### src/rtl/rvcpu.sv
// rvcpu: shared core types plus constants for the prefetching IF stage
package rvcpu;
    localparam int PC_W   = 32;
    localparam int ADDR_W = 32;
    localparam int DATA_W = 32;
    typedef logic [PC_W-1:0]   pc_t;
    typedef logic [ADDR_W-1:0] addr_t;
    typedef logic [DATA_W-1:0] data_t;
    typedef struct packed {
        pc_t   pc;
        data_t opcode;
    } stage_if_t;
    localparam pc_t IF_PC_STEP = pc_t'(4);
    typedef enum logic [1:0] {BOOT, FETCH, HALT} if_state_e;
endpackage

### src/rtl/stage_if_prefetch_if.sv
// stage_if_prefetch_if: redirect, memory and ID-side handshakes of the prefetch IF stage
// RVCPU_IF_MISALIGN_EN adds misalign_o
interface stage_if_prefetch_if;
    import rvcpu::*;
    logic      redirect_i;
    pc_t       redirect_pc_i;
    logic      mem_req_valid;
    logic      mem_req_ready;
    addr_t     mem_req_addr;
    logic      mem_rsp_valid;
    data_t     mem_rsp_data;
    logic      out_valid;
    logic      out_ready;
    stage_if_t out;
`ifdef RVCPU_IF_MISALIGN_EN
    logic      misalign_o;
    modport master (
        input  redirect_i, redirect_pc_i, mem_req_ready, mem_rsp_valid, mem_rsp_data, out_ready,
        output mem_req_valid, mem_req_addr, out_valid, out, misalign_o
    );
    modport slave (
        output redirect_i, redirect_pc_i, mem_req_ready, mem_rsp_valid, mem_rsp_data, out_ready,
        input  mem_req_valid, mem_req_addr, out_valid, out, misalign_o
    );
`else
    modport master (
        input  redirect_i, redirect_pc_i, mem_req_ready, mem_rsp_valid, mem_rsp_data, out_ready,
        output mem_req_valid, mem_req_addr, out_valid, out
    );
    modport slave (
        output redirect_i, redirect_pc_i, mem_req_ready, mem_rsp_valid, mem_rsp_data, out_ready,
        input  mem_req_valid, mem_req_addr, out_valid, out
    );
`endif
endinterface

### src/rtl/rvcpu_sync_fifo.sv
// rvcpu_sync_fifo: synchronous FIFO with flush and occupancy count; DEPTH must be a power of 2
module rvcpu_sync_fifo #(
    parameter int WIDTH = 8,
    parameter int DEPTH = 4
) (
    input  logic                   clk,
    input  logic                   rst,
    input  logic                   push,
    input  logic                   pop,
    input  logic                   flush,
    input  logic [WIDTH-1:0]       din,
    output logic [WIDTH-1:0]       dout,
    output logic [$clog2(DEPTH):0] count,
    output logic                   full,
    output logic                   empty
);
    localparam int AW = $clog2(DEPTH);
    logic [WIDTH-1:0] mem [DEPTH];
    logic [AW-1:0]    wp, rp;
    logic             wr, rd;
    assign full  = count == (AW+1)'(DEPTH);
    assign empty = count == '0;
    // a push into a full queue is only taken when the head leaves in the same cycle
    assign wr    = push && (!full || pop) && !flush;
    assign rd    = pop && !empty && !flush;
    assign dout  = mem[rp];
    always_ff @(posedge clk) begin
        if (wr) mem[wp] <= din;
    end
    always_ff @(posedge clk) begin
        if (rst || flush) begin
            wp    <= '0;
            rp    <= '0;
            count <= '0;
        end else begin
            if (wr) wp <= wp + 1'b1;
            if (rd) rp <= rp + 1'b1;
            count <= count + (AW+1)'(wr) - (AW+1)'(rd);
        end
    end
endmodule

### src/rtl/stage_if_prefetch.sv
// stage_if_prefetch: prefetching IF stage with credit-limited memory port and redirect flush
// Optional RVCPU_IF_MISALIGN_EN: a misaligned redirect halts fetch and emits one flagged entry
module stage_if_prefetch
    import rvcpu::*;
#(
    parameter int  FIFO_DEPTH      = 4,
    parameter int  MAX_OUTSTANDING = 2,
    parameter pc_t RESET_PC        = '0
) (
    input logic                 clk,
    input logic                 rst,
    stage_if_prefetch_if.master bus
);
    localparam int CW = $clog2(FIFO_DEPTH) + 1;
`ifdef RVCPU_IF_MISALIGN_EN
    localparam int EW = $bits(stage_if_t) + 1;
`else
    localparam int EW = $bits(stage_if_t);
`endif
    localparam logic [CW:0]   DEPTH_C = (CW+1)'(FIFO_DEPTH);
    localparam logic [CW-1:0] MAXO_C  = CW'(MAX_OUTSTANDING);

    if_state_e     state, state_nx;
    pc_t           fetch_pc, rsp_pc, rpc;
    logic [CW-1:0] outstanding, discard, count;
    logic          mis_rd, mis_pend, acc, rsp, drop, push_rsp, push_mis, push, pop, full, empty;
    stage_if_t     ins, head_ins;
    logic [EW-1:0] din, dout;

`ifdef RVCPU_IF_MISALIGN_EN
    logic head_mis;
    assign rpc                  = bus.redirect_pc_i;
    assign mis_rd               = |bus.redirect_pc_i[1:0];
    assign din                  = {push_mis, ins};
    assign {head_mis, head_ins} = dout;
    assign bus.misalign_o       = bus.out_valid && head_mis;
`else
    assign rpc      = bus.redirect_pc_i & ~pc_t'(3);
    assign mis_rd   = 1'b0;
    assign din      = ins;
    assign head_ins = dout;
`endif

    assign acc      = bus.mem_req_valid && bus.mem_req_ready;
    assign rsp      = bus.mem_rsp_valid;
    assign drop     = rsp && discard != '0;
    assign push_rsp = rsp && discard == '0 && !bus.redirect_i;
    // once every stale response has drained, the halted PC is reported as a single entry
    assign push_mis = mis_pend && discard == '0 && !bus.redirect_i;
    assign push     = push_rsp || push_mis;
    assign pop      = bus.out_valid && bus.out_ready;
    assign ins      = push_mis ? stage_if_t'{pc: fetch_pc, opcode: '0}
                               : stage_if_t'{pc: rsp_pc, opcode: bus.mem_rsp_data};

    always_comb begin
        state_nx          = bus.redirect_i ? (mis_rd ? HALT : FETCH) : (state == BOOT ? FETCH : state);
        bus.mem_req_valid = state == FETCH && !bus.redirect_i && outstanding < MAXO_C &&
                            ({1'b0, outstanding} + {1'b0, count}) < DEPTH_C;
        bus.mem_req_addr  = bus.mem_req_valid ? addr_t'(fetch_pc) : '0;
        bus.out_valid     = !empty && !bus.redirect_i;
        bus.out           = bus.out_valid ? head_ins : '0;
    end

    always_ff @(posedge clk) begin
        if (rst) begin
            state       <= BOOT;
            fetch_pc    <= RESET_PC;
            rsp_pc      <= RESET_PC;
            outstanding <= '0;
            discard     <= '0;
            mis_pend    <= 1'b0;
        end else begin
            state       <= state_nx;
            outstanding <= outstanding + CW'(acc) - CW'(rsp);
            if (bus.redirect_i) begin
                fetch_pc <= rpc;
                rsp_pc   <= rpc;
                discard  <= outstanding - CW'(rsp);
                mis_pend <= mis_rd;
            end else begin
                if (acc)      fetch_pc <= fetch_pc + IF_PC_STEP;
                if (push_rsp) rsp_pc   <= rsp_pc + IF_PC_STEP;
                if (drop)     discard  <= discard - 1'b1;
                if (push_mis) mis_pend <= 1'b0;
            end
        end
    end

    rvcpu_sync_fifo #(.WIDTH(EW), .DEPTH(FIFO_DEPTH)) u_fifo (
        .clk  (clk),
        .rst  (rst),
        .push (push),
        .pop  (pop),
        .flush(bus.redirect_i),
        .din  (din),
        .dout (dout),
        .count(count),
        .full (full),
        .empty(empty)
    );

    assert property (@(posedge clk) disable iff (rst) !(push && full && !pop));
    assert property (@(posedge clk) disable iff (rst) outstanding <= MAXO_C);
endmodule

### src/flat_wrapper.sv
// flat-port wrapper written by rule: the top's interface ports become plain ports
module stage_if_prefetch_flat import rvcpu::*;
#(
    parameter int  FIFO_DEPTH      = 4,
    parameter int  MAX_OUTSTANDING = 2,
    parameter pc_t RESET_PC        = '0
)
  (clk, rst, bus_redirect_i, bus_redirect_pc_i, bus_mem_req_ready, bus_mem_rsp_valid, bus_mem_rsp_data, bus_out_ready, bus_mem_req_valid, bus_mem_req_addr, bus_out_valid, bus_out);
  stage_if_prefetch_if bus_i ();
  input logic clk;
  input logic rst;
  input wire logic [$bits(bus_i.redirect_i)-1:0] bus_redirect_i;
  input wire logic [$bits(bus_i.redirect_pc_i)-1:0] bus_redirect_pc_i;
  input wire logic [$bits(bus_i.mem_req_ready)-1:0] bus_mem_req_ready;
  input wire logic [$bits(bus_i.mem_rsp_valid)-1:0] bus_mem_rsp_valid;
  input wire logic [$bits(bus_i.mem_rsp_data)-1:0] bus_mem_rsp_data;
  input wire logic [$bits(bus_i.out_ready)-1:0] bus_out_ready;
  output wire logic [$bits(bus_i.mem_req_valid)-1:0] bus_mem_req_valid;
  output wire logic [$bits(bus_i.mem_req_addr)-1:0] bus_mem_req_addr;
  output wire logic [$bits(bus_i.out_valid)-1:0] bus_out_valid;
  output wire logic [$bits(bus_i.out)-1:0] bus_out;
  assign bus_i.redirect_i = bus_redirect_i;
  assign bus_i.redirect_pc_i = bus_redirect_pc_i;
  assign bus_i.mem_req_ready = bus_mem_req_ready;
  assign bus_i.mem_rsp_valid = bus_mem_rsp_valid;
  assign bus_i.mem_rsp_data = bus_mem_rsp_data;
  assign bus_i.out_ready = bus_out_ready;
  assign bus_mem_req_valid = bus_i.mem_req_valid;
  assign bus_mem_req_addr = bus_i.mem_req_addr;
  assign bus_out_valid = bus_i.out_valid;
  assign bus_out = bus_i.out;
  stage_if_prefetch #(.FIFO_DEPTH(FIFO_DEPTH), .MAX_OUTSTANDING(MAX_OUTSTANDING), .RESET_PC(RESET_PC)) u_core (.clk(clk), .rst(rst), .bus(bus_i));
endmodule
### config.mk
export PLATFORM = sky130hd
export DESIGN_NAME = stage_if_prefetch_flat
export DESIGN_NICKNAME = d
export VERILOG_FILES = /design/src/rtl/rvcpu.sv /design/src/rtl/stage_if_prefetch_if.sv /design/src/rtl/rvcpu_sync_fifo.sv /design/src/rtl/stage_if_prefetch.sv /design/src/flat_wrapper.sv
export SDC_FILE = /design/constraint.sdc
export NUM_CORES = 1
export LEC_CHECK = 0
export CORE_MARGIN = 2
export CORE_UTILIZATION = 60
export CTS_CLUSTER_SIZE = 24
export DETAILED_ROUTE_END_ITERATION = 8
export PLACE_DENSITY = 0.85
export SLEW_MARGIN = 20
export SYNTH_ARGS = -nofsm -noshare
export SYNTH_HDL_FRONTEND = slang
export SYNTH_HIERARCHICAL = 1
export SYNTH_SLANG_ARGS = --single-unit
### constraint.sdc
create_clock -name clk -period 10.1 [get_ports clk]
set_input_delay 2.02 -clock clk [delete_from_list [all_inputs] [get_ports clk]]
set_output_delay 2.02 -clock clk [all_outputs]
set_load 0.1 [all_outputs]
# Word-level counts from Yosys, hierarchy flattened
# Memory sizes are Yosys's and may differ from the RTL's. A register that Yosys moved wholly into a read port is not among the register bits.
# Cells that the tools add are included.
classes:
  order_cmp: 2
  n_eq_ne: 1
  n_mux: 14
  add_sub_neg: 11
  n_reduce_logical: 27
op_table:
  columns: ["operator", "n"]
  rows:
  - ["$mux 32", 5]
  - ["$add 32x3->32 const B", 2]
  - ["$mux 64", 1]
  - ["$logic_and 1x1->1", 13]
  - ["$sub 3x1->3", 3]
  - ["$reduce_bool 2->1", 4]
  - ["$add 3x1->3", 2]
  - ["$logic_not 3->1", 2]
  - ["$mux 3", 2]
  - ["$add 2x1->2 const B", 2]
  - ["$add 3x3->4", 1]
  - ["$lt 4x3->1 const B", 1]
  - ["$mux 1", 4]
  - ["$mux 2", 2]
  - ["$eq 3x3->1 const B", 1]
  - ["$logic_not 1->1", 3]
  - ["$lt 3x2->1 const B", 1]
  - ["$reduce_bool 3->1", 1]
  - ["$sub 3x1->3 const B", 1]
  - ["$logic_not 2->1", 1]
  - ["$logic_or 1x1->1", 2]
  - ["$reduce_or 2->1", 1]
word_totals:
  out_inout_bits: 98
  elab_cells: 66
  ram_bits: 256
  ff_bits: 78
  input_bits: 70
  mem_count: 1
memory_table:
  columns: ["name", "words", "word_bits", "read_ports", "rd_clocked_by_memory_dff", "wr", "line_no", "rtl"]
  rows:
  - ["u_core.u_fifo.mem", 4, 64, 1, 1, 1, "rvcpu_sync_fifo.sv:18", "logic [WIDTH-1:0] mem [DEPTH];"]

# Logic depth before layout (Yosys ltp)
# Gate-level depths: netlist of run 1.
logic_depth:
  ltp_word: 9
  ltp_mapped: 14
  ltp_nobuf: 14

# Cells and area by module
# The synthesis of run 1 kept the hierarchy.
modules_own_cells:
  columns: ["module", "area_per_inst_um2", "cells_per_inst", "seq_area_each_um2", "instances"]
  rows:
  - ["rvcpu_sync_fifo", 9795.6, 385, 7867.5, 1]
  - ["stage_if_prefetch", 4365.4, 545, 1341.3, 1]

# Least setup slack after synthesis of run 1
# OpenSTA, ideal clock, no wires.
synth_path:
  path_type: "input to output"
  startpoint: "in bus_redirect_i"
  endpoint: "out bus_mem_req_addr[22]"
  required_ns: 8.080
  cell_stages: 5
  path_slack_ns: 3.591
  arrival_time_ns: 4.489
  n_path_buf: 2
  cell_sequence: "buf_2 -> and4bb_1 -> and3_1 -> clkbuf_1 -> and2_1"
synth_via:
  elab_chain_cells: 5
synth_rtl:
  columns: ["item", "line_no", "rtl"]
  rows:
  - ["from (decl)", "flat_wrapper.sv:12", "input wire logic [$bits(bus_i.redirect_i)-1:0] bus_redirect_i;"]
  - ["$logic_not 1->1", "stage_if_prefetch.sv:57", "bus.mem_req_valid = state == FETCH && !bus.redirect_i && outstanding < MAXO_C &&"]
  - ["$logic_and 1x1->1 (3 in series)", "stage_if_prefetch.sv:57", null]
  - ["via bus_mem_req_valid", "flat_wrapper.sv:18", "output wire logic [$bits(bus_i.mem_req_valid)-1:0] bus_mem_req_valid;"]
  - ["$mux 32", "stage_if_prefetch.sv:59", "bus.mem_req_addr = bus.mem_req_valid ? addr_t'(fetch_pc) : '0;"]
  - ["to (decl)", "flat_wrapper.sv:19", "output wire logic [$bits(bus_i.mem_req_addr)-1:0] bus_mem_req_addr;"]
# The timed path passes the listed nets, and every way through them passes these cells.

# Worst setup path in the final report of run 1
layout_path:
  startpoint: "in bus_redirect_i"
  endpoint: "out bus_mem_req_addr[6]"
layout_via:
  elab_chain_cells: 5
layout_rtl:
  columns: ["item", "line_no"]
  rows:
  - ["$logic_not 1->1", "stage_if_prefetch.sv:57"]
  - ["$logic_and 1x1->1 (3 in series)", "stage_if_prefetch.sv:57"]
  - ["$mux 32", "stage_if_prefetch.sv:59"]
# Every way passes these cells.

==> results of run 1 <==
-- logic make-up after synthesis --
family / after synthesis / synth area share
XOR/XNOR: 50 / 0.0309
multiplexers: 68 / 0.106
buffers and inverters: 66 / 0.0267
AO/OA/AOI/OAI: 104 / 0.0510
adder cells (fa/ha/maj): 19 / 0.0178
AND/OR/NAND/NOR: 290 / 0.117
flip-flops: 332 / 0.650
other: 1 / 0.000265
-- per-stage QoR --
step	util	total power, mW
after floorplan	-	1.73
after global placement	0.687	1.80
after detailed placement	0.687	1.81
after CTS	0.735	3.04
after global routing	0.735	3.12
final	0.735	3.02
-- metal layers --
metal / part of all wire / track usage / vias up
met4: 0.016 / 0.0476 / 0
met2: 0.49 / 0.380 / 335
met1: 0.43 / 0.312 / 4060
met5: 0 / 0 / -
met3: 0.071 / 0.0367 / 32
li1: - / - / 3863
-- synth_stat cells (all sizes together), types with 20 or more instances --
library cell / count
xnor2: 20
nor3: 20
buf: 21
a21boi: 22
nand3: 21
nand4: 25
xor2: 30
nand2: 38
inv: 20
edfxtp: 256
and2: 105
clkbuf: 23
mux4: 64
dfxtp: 76
nor2: 43
-- worst max-delay path, cell delays in order --
cell and delay, ps:
clkdlybuf4s50_1 390, buf_4 280, and4bb_1 370, and3_1 670, and2_1 230, clkdlybuf4s50_1 1150
-- area by class of cell --
class / instances / area (sq um)
sequential: 332 / 9210
fill: 1433 / 6180
multi-input combinational: 541 / 4620
timing repair buffer: 173 / 1710
clock buffer: 45 / 952
tap: 319 / 399
clock inverter: 13 / 178
inverter: 22 / 82.6
-- power by group through the flow --
stage	clock network [mW]	registers, mW	logic (mW)
floorplan	0	1.56	0.166
global placement	0	1.57	0.232
detailed placement	0	1.57	0.237
CTS	1.26	1.54	0.240
global route	1.31	1.55	0.259
finish	1.24	1.54	0.239
-- state kept, by name (all words and copies together) (netlist names), named ones only --
register             flops
u_core/discard           3
u_core/fetch_pc         30
u_core/u_fifo/mem      256
u_core/outstanding       3
u_core/u_fifo/rp         2
u_core/u_fifo/wp         2
u_core/state             1
u_core/u_fifo/count      3
u_core/rsp_pc           30
-- path summary, 6_finish.rpt --
path | start | endpoint | slack (ps) | cells after the start
setup / recovery | bus_redirect_i | bus_mem_req_addr[6] | 2940 | 6
hold / removal | u_core/u_fifo/wp[0] | u_core/u_fifo/wp[0] | 510 | 2
setup reg to reg | u_core/u_fifo/count[1] | u_core/u_fifo/count[2] | 6820 | 14
hold reg to reg | u_core/u_fifo/wp[0] | u_core/u_fifo/wp[0] | 510 | 2
==> results_dict.tcl, run 1 <==
set metrics [dict create \
    status "completed" \
    maxCapViolCount 0 \
    synthDistinctLibCells 64 \
    post_route_cells_drive_above_1_share 0.130 \
    synth_edf_count 256 \
    nNetsFinal 1190 \
    cts_setup_buffers 0 \
    synthCells 930 \
    wl_per_cell_um 19.2 \
    p_sw_frac 0.220 \
    synth-seq-area-share 0.650 \
    cts_made_buffers 31 \
    dp_cells 1387 \
    synth_top_area_share 0.543 \
    clockBufferDepth 3 \
    grtUsageTotal 0.225 \
    ys_warn_count 6 \
    clockRootBuffer "clkbuf_16" \
    wl_um 27700 \
    dpl_cell_area_sq_um 16000 \
    final_hold_viol_count 0 \
    p_sw_uw 666 \
    setup_tns_ps 0 \
    synth_area_sq_um 14200 \
    place_hpwl_um 16400 \
    fp.dieW_um 158 \
    drtIter0Drc 505 \
    ant_nets 0 \
    synth_seq_cells 332 \
    ys_async_sr_fraction 0 \
    peakVddDrop_mv 0.128 \
    skew_ps 12.0 \
    cts.repair.resized 0 \
    hold_path_class "flop to flop" \
    worstMarginPinSlew_ps 1060 \
    p_clk_frac 0.410 \
    h-tree-depth 1 \
    p_per_area_nw_per_um2 176 \
    ios 168 \
    whs_ps 506 \
    fin_area_sq_um 17200 \
    rsz0062_at_grt "false" \
    layout_setup_ws_ps 2940 \
    setup_violations 0 \
    port_buffers 163 \
    power.share.combinational 0.079 \
    initial_utilization 0.607 \
    critical_path_class "input port to primary output" \
    timing.final.crit_period_ps 7160 \
    vias_per_cell 5.74 \
    synthTopCellsByArea "edfxtp_1 54%, dfxtp_1 11%, mux4_2 9.5%" \
    dieArea_sq_um 24800 \
    fin_cells 1445 \
    ys.flop_type "edfxtp_1" \
    power.leakage_nw 5.63 \
    diodes 0 \
    start_kind "input port" \
    cp.required_ps 8080 \
    final_common_cell "edfxtp_1" \
    cts_tree "yes" \
    pwr-share-seq 0.511 \
    drcViolationCount 0 \
    grt_pass1_wl_um 43300 \
    crit_arrival_ps 5140 \
    die_y_um 158 \
    fp-row-count 56 \
    final_cell_mix "256 x edfxtp_1, 163 x clkdlybuf4s50_1, 101 x and2_1" \
    area_growth_pct 21.1 \
    clock_latency_ps 550 \
    critPathCaptureType "primary output" \
    dp_slack_ps 2950 \
    dr.pass1.iters 6 \
    clkTransAtPathRegs_ps 60 \
    p_int_mw 2.36 \
    clock_sinks 332 \
    maxSlewViolCount 0 \
    grt-ovfl-total 0 \
    crit_fanout 43 \
    timing.fmax_mhz 140 \
    period_share 0.709 \
    grt_pass1_vias 8244 \
    antenna_found_initial 0 \
    postCtsHoldBufs 0 \
    coreArea_sq_um 23300 \
    synth.avg_cell_area_sq_um 15.2 \
    grt_max_degree 67 \
    synth_top_cell_by_area "edfxtp_1" \
    dr_total_vias 8290 \
    relSlewSlack 0.291 \
    gp_congestion 0.850 \
]
Power figures use the tool's default switching activity.
==> run 2, diff against run 1 <==
Settings changed: CORE_UTILIZATION 60 to 56, PLACE_DENSITY 0.85 to 0.8.
Clock period 10.1 ns to 7 ns, I/O delays scaled along.
==> results_dict.tcl, run 2 (synthesis gave the netlist of run 1 again) <==
set metrics [dict create \
    cts_setup_buffers 0 \
    crit_top_cell "buf_4" \
    fin_cells 1458 \
    crit_arrival_ps 3750 \
    critPathCaptureType "primary output" \
    fp.dieW_um 163 \
    timing.final.crit_period_ps 5150 \
    period_share 0.735 \
    port_buffers 163 \
    pwr-share-seq 0.535 \
    skew_ps 8.10 \
    peakVddDrop_mv 0.173 \
    critPathSlowestCell "nor2_4" \
    die_y_um 163 \
    timing.fmax_mhz 194 \
    ant_nets 0 \
    gp_congestion 0.839 \
    worstMarginPinSlew_ps 981 \
    p_per_area_nw_per_um2 248 \
    grt_pass1_wl_um 44200 \
    maxCapViolCount 0 \
    n_fill_cell 1721 \
    dp_cells 1401 \
    fp-row-count 58 \
    top_register "u_core/u_fifo/mem" \
    p_sw_frac 0.224 \
    cp_cell_sequence "clkdlybuf4s50_1 -> nor2_4 -> buf_4 -> and2_1 -> buf_4" \
    slowest_delay_ps 750 \
    final_cell_mix "256 x edfxtp_1, 109 x buf_4, 101 x and2_1" \
    fin_area_sq_um 16800 \
    p_sw_uw 932 \
    dieArea_sq_um 26600 \
    largest_reg_flops 256 \
    area_growth_pct 18.7 \
    reg.largest.list "u_core/u_fifo/mem: 256 flops, u_core/fetch_pc: 30 flops, u_core/rsp_pc: 30 flops" \
    postCtsHoldBufs 0 \
    start_kind "input port" \
    power.share.combinational 0.082 \
    cts.repair.resized 0 \
    diodes 0 \
    final_hold_viol_count 0 \
    wl_um 27900 \
    cp.required_ps 5600 \
    clockRootBuffer "clkbuf_16" \
    status "completed" \
    nNetsFinal 1193 \
    final_common_cell "edfxtp_1" \
    clock_latency_ps 540 \
    initial_utilization 0.566 \
    vias_per_cell 5.67 \
    power.leakage_nw 5.79 \
    crit_fanout 37 \
    cts_made_buffers 31 \
    hold_path_class "flop to flop" \
    critical_path_class "input port to primary output" \
    grt_pass1_vias 8125 \
    grtUsageTotal 0.212 \
    clock_sinks 332 \
    dr.pass1.iters 5 \
    relSlewSlack 0.346 \
    grt-ovfl-total 0 \
    crit_buf_inv 3 \
    p_int_mw 3.23 \
    post_route_cells_drive_above_1_share 0.216 \
    coreArea_sq_um 25000 \
    setup_violations 0 \
    dpl_cell_area_sq_um 15800 \
    p_clk_frac 0.383 \
    drtIter0Drc 615 \
    setup_tns_ps 0 \
    dr_total_vias 8269 \
    place_hpwl_um 17900 \
    antenna_found_initial 0 \
    maxSlewViolCount 0 \
    ios 168 \
    wl_per_cell_um 19.2 \
    rsz0062_at_grt "false" \
    clockBufferDepth 3 \
    cp_top_family "buffers and inverters" \
    cts_tree "yes" \
    grt_max_degree 66 \
    clkTransAtPathRegs_ps 60 \
    drcViolationCount 0 \
    h-tree-depth 1 \
]
[run 2: worst paths after layout]
check | slack [ps] | end | cells past startpoint | start
hold reg to reg | 510 | u_core/u_fifo/wp[1] | 2 | u_core/u_fifo/wp[1]
setup / recovery | 1850 | bus_out[13] | 5 | bus_redirect_i
hold / removal | 510 | u_core/u_fifo/wp[1] | 2 | u_core/u_fifo/wp[1]
setup reg to reg | 3520 | u_core/u_fifo/mem[3][28] | 7 | u_core/u_fifo/count[1]
[run 2: worst register-to-register path, stage by stage (launching register included)]
cell and delay, ps:
dfxtp_1 490, nor3_1 130, nor2_4 610, and2_1 270
inv_1 60, a21oi_2 310, and2_2 850, buf_4 430
[run 2: power by group through the flow]
stage	logic, mW	clock network (mW)	registers (mW)
6_report	0.341	1.60	2.23
2_1_floorplan	0.240	0	2.25
3_3_place_gp	0.334	0	2.27
3_5_place_dp	0.341	0	2.27
5_1_grt	0.372	1.71	2.23
4_1_cts	0.343	1.63	2.23
[run 2: layer usage]
| layer | share of wire | up-vias | track usage |
|---|---|---|---|
| li1 | - | 3868 | - |
| met1 | 0.44 | 4036 | 0.305 |
| met2 | 0.48 | 328 | 0.353 |
| met3 | 0.064 | 37 | 0.0272 |
| met4 | 0.016 | 0 | 0.0410 |
| met5 | 0 | - | 0 |
[run 2: area by class of cell]
| cell class | instances | area, sq um | area share |
|---|---|---|---|
| Inverter | 22 | 82.6 | 0.00491 |
| Clock inverter | 6 | 32.5 | 0.00194 |
| Timing Repair Buffer | 176 | 1490 | 0.0886 |
| Clock buffer | 51 | 958 | 0.0570 |
| Tap cell | 330 | 413 | 0.0246 |
| Sequential cell | 332 | 9210 | 0.548 |
| Multi-Input combinational cell | 541 | 4620 | 0.275 |
[run 2: metrics by stage]
step	setup slack [ps]	utilization	hold WS, ps	total power, mW
global placement	1790	0.632	490	2.60
detailed placement	1790	0.632	497	2.61
global route	1670	0.671	536	4.31
CTS	1800	0.671	514	4.20
finish	1850	0.671	512	4.16
floorplan	1730	-	459	2.49
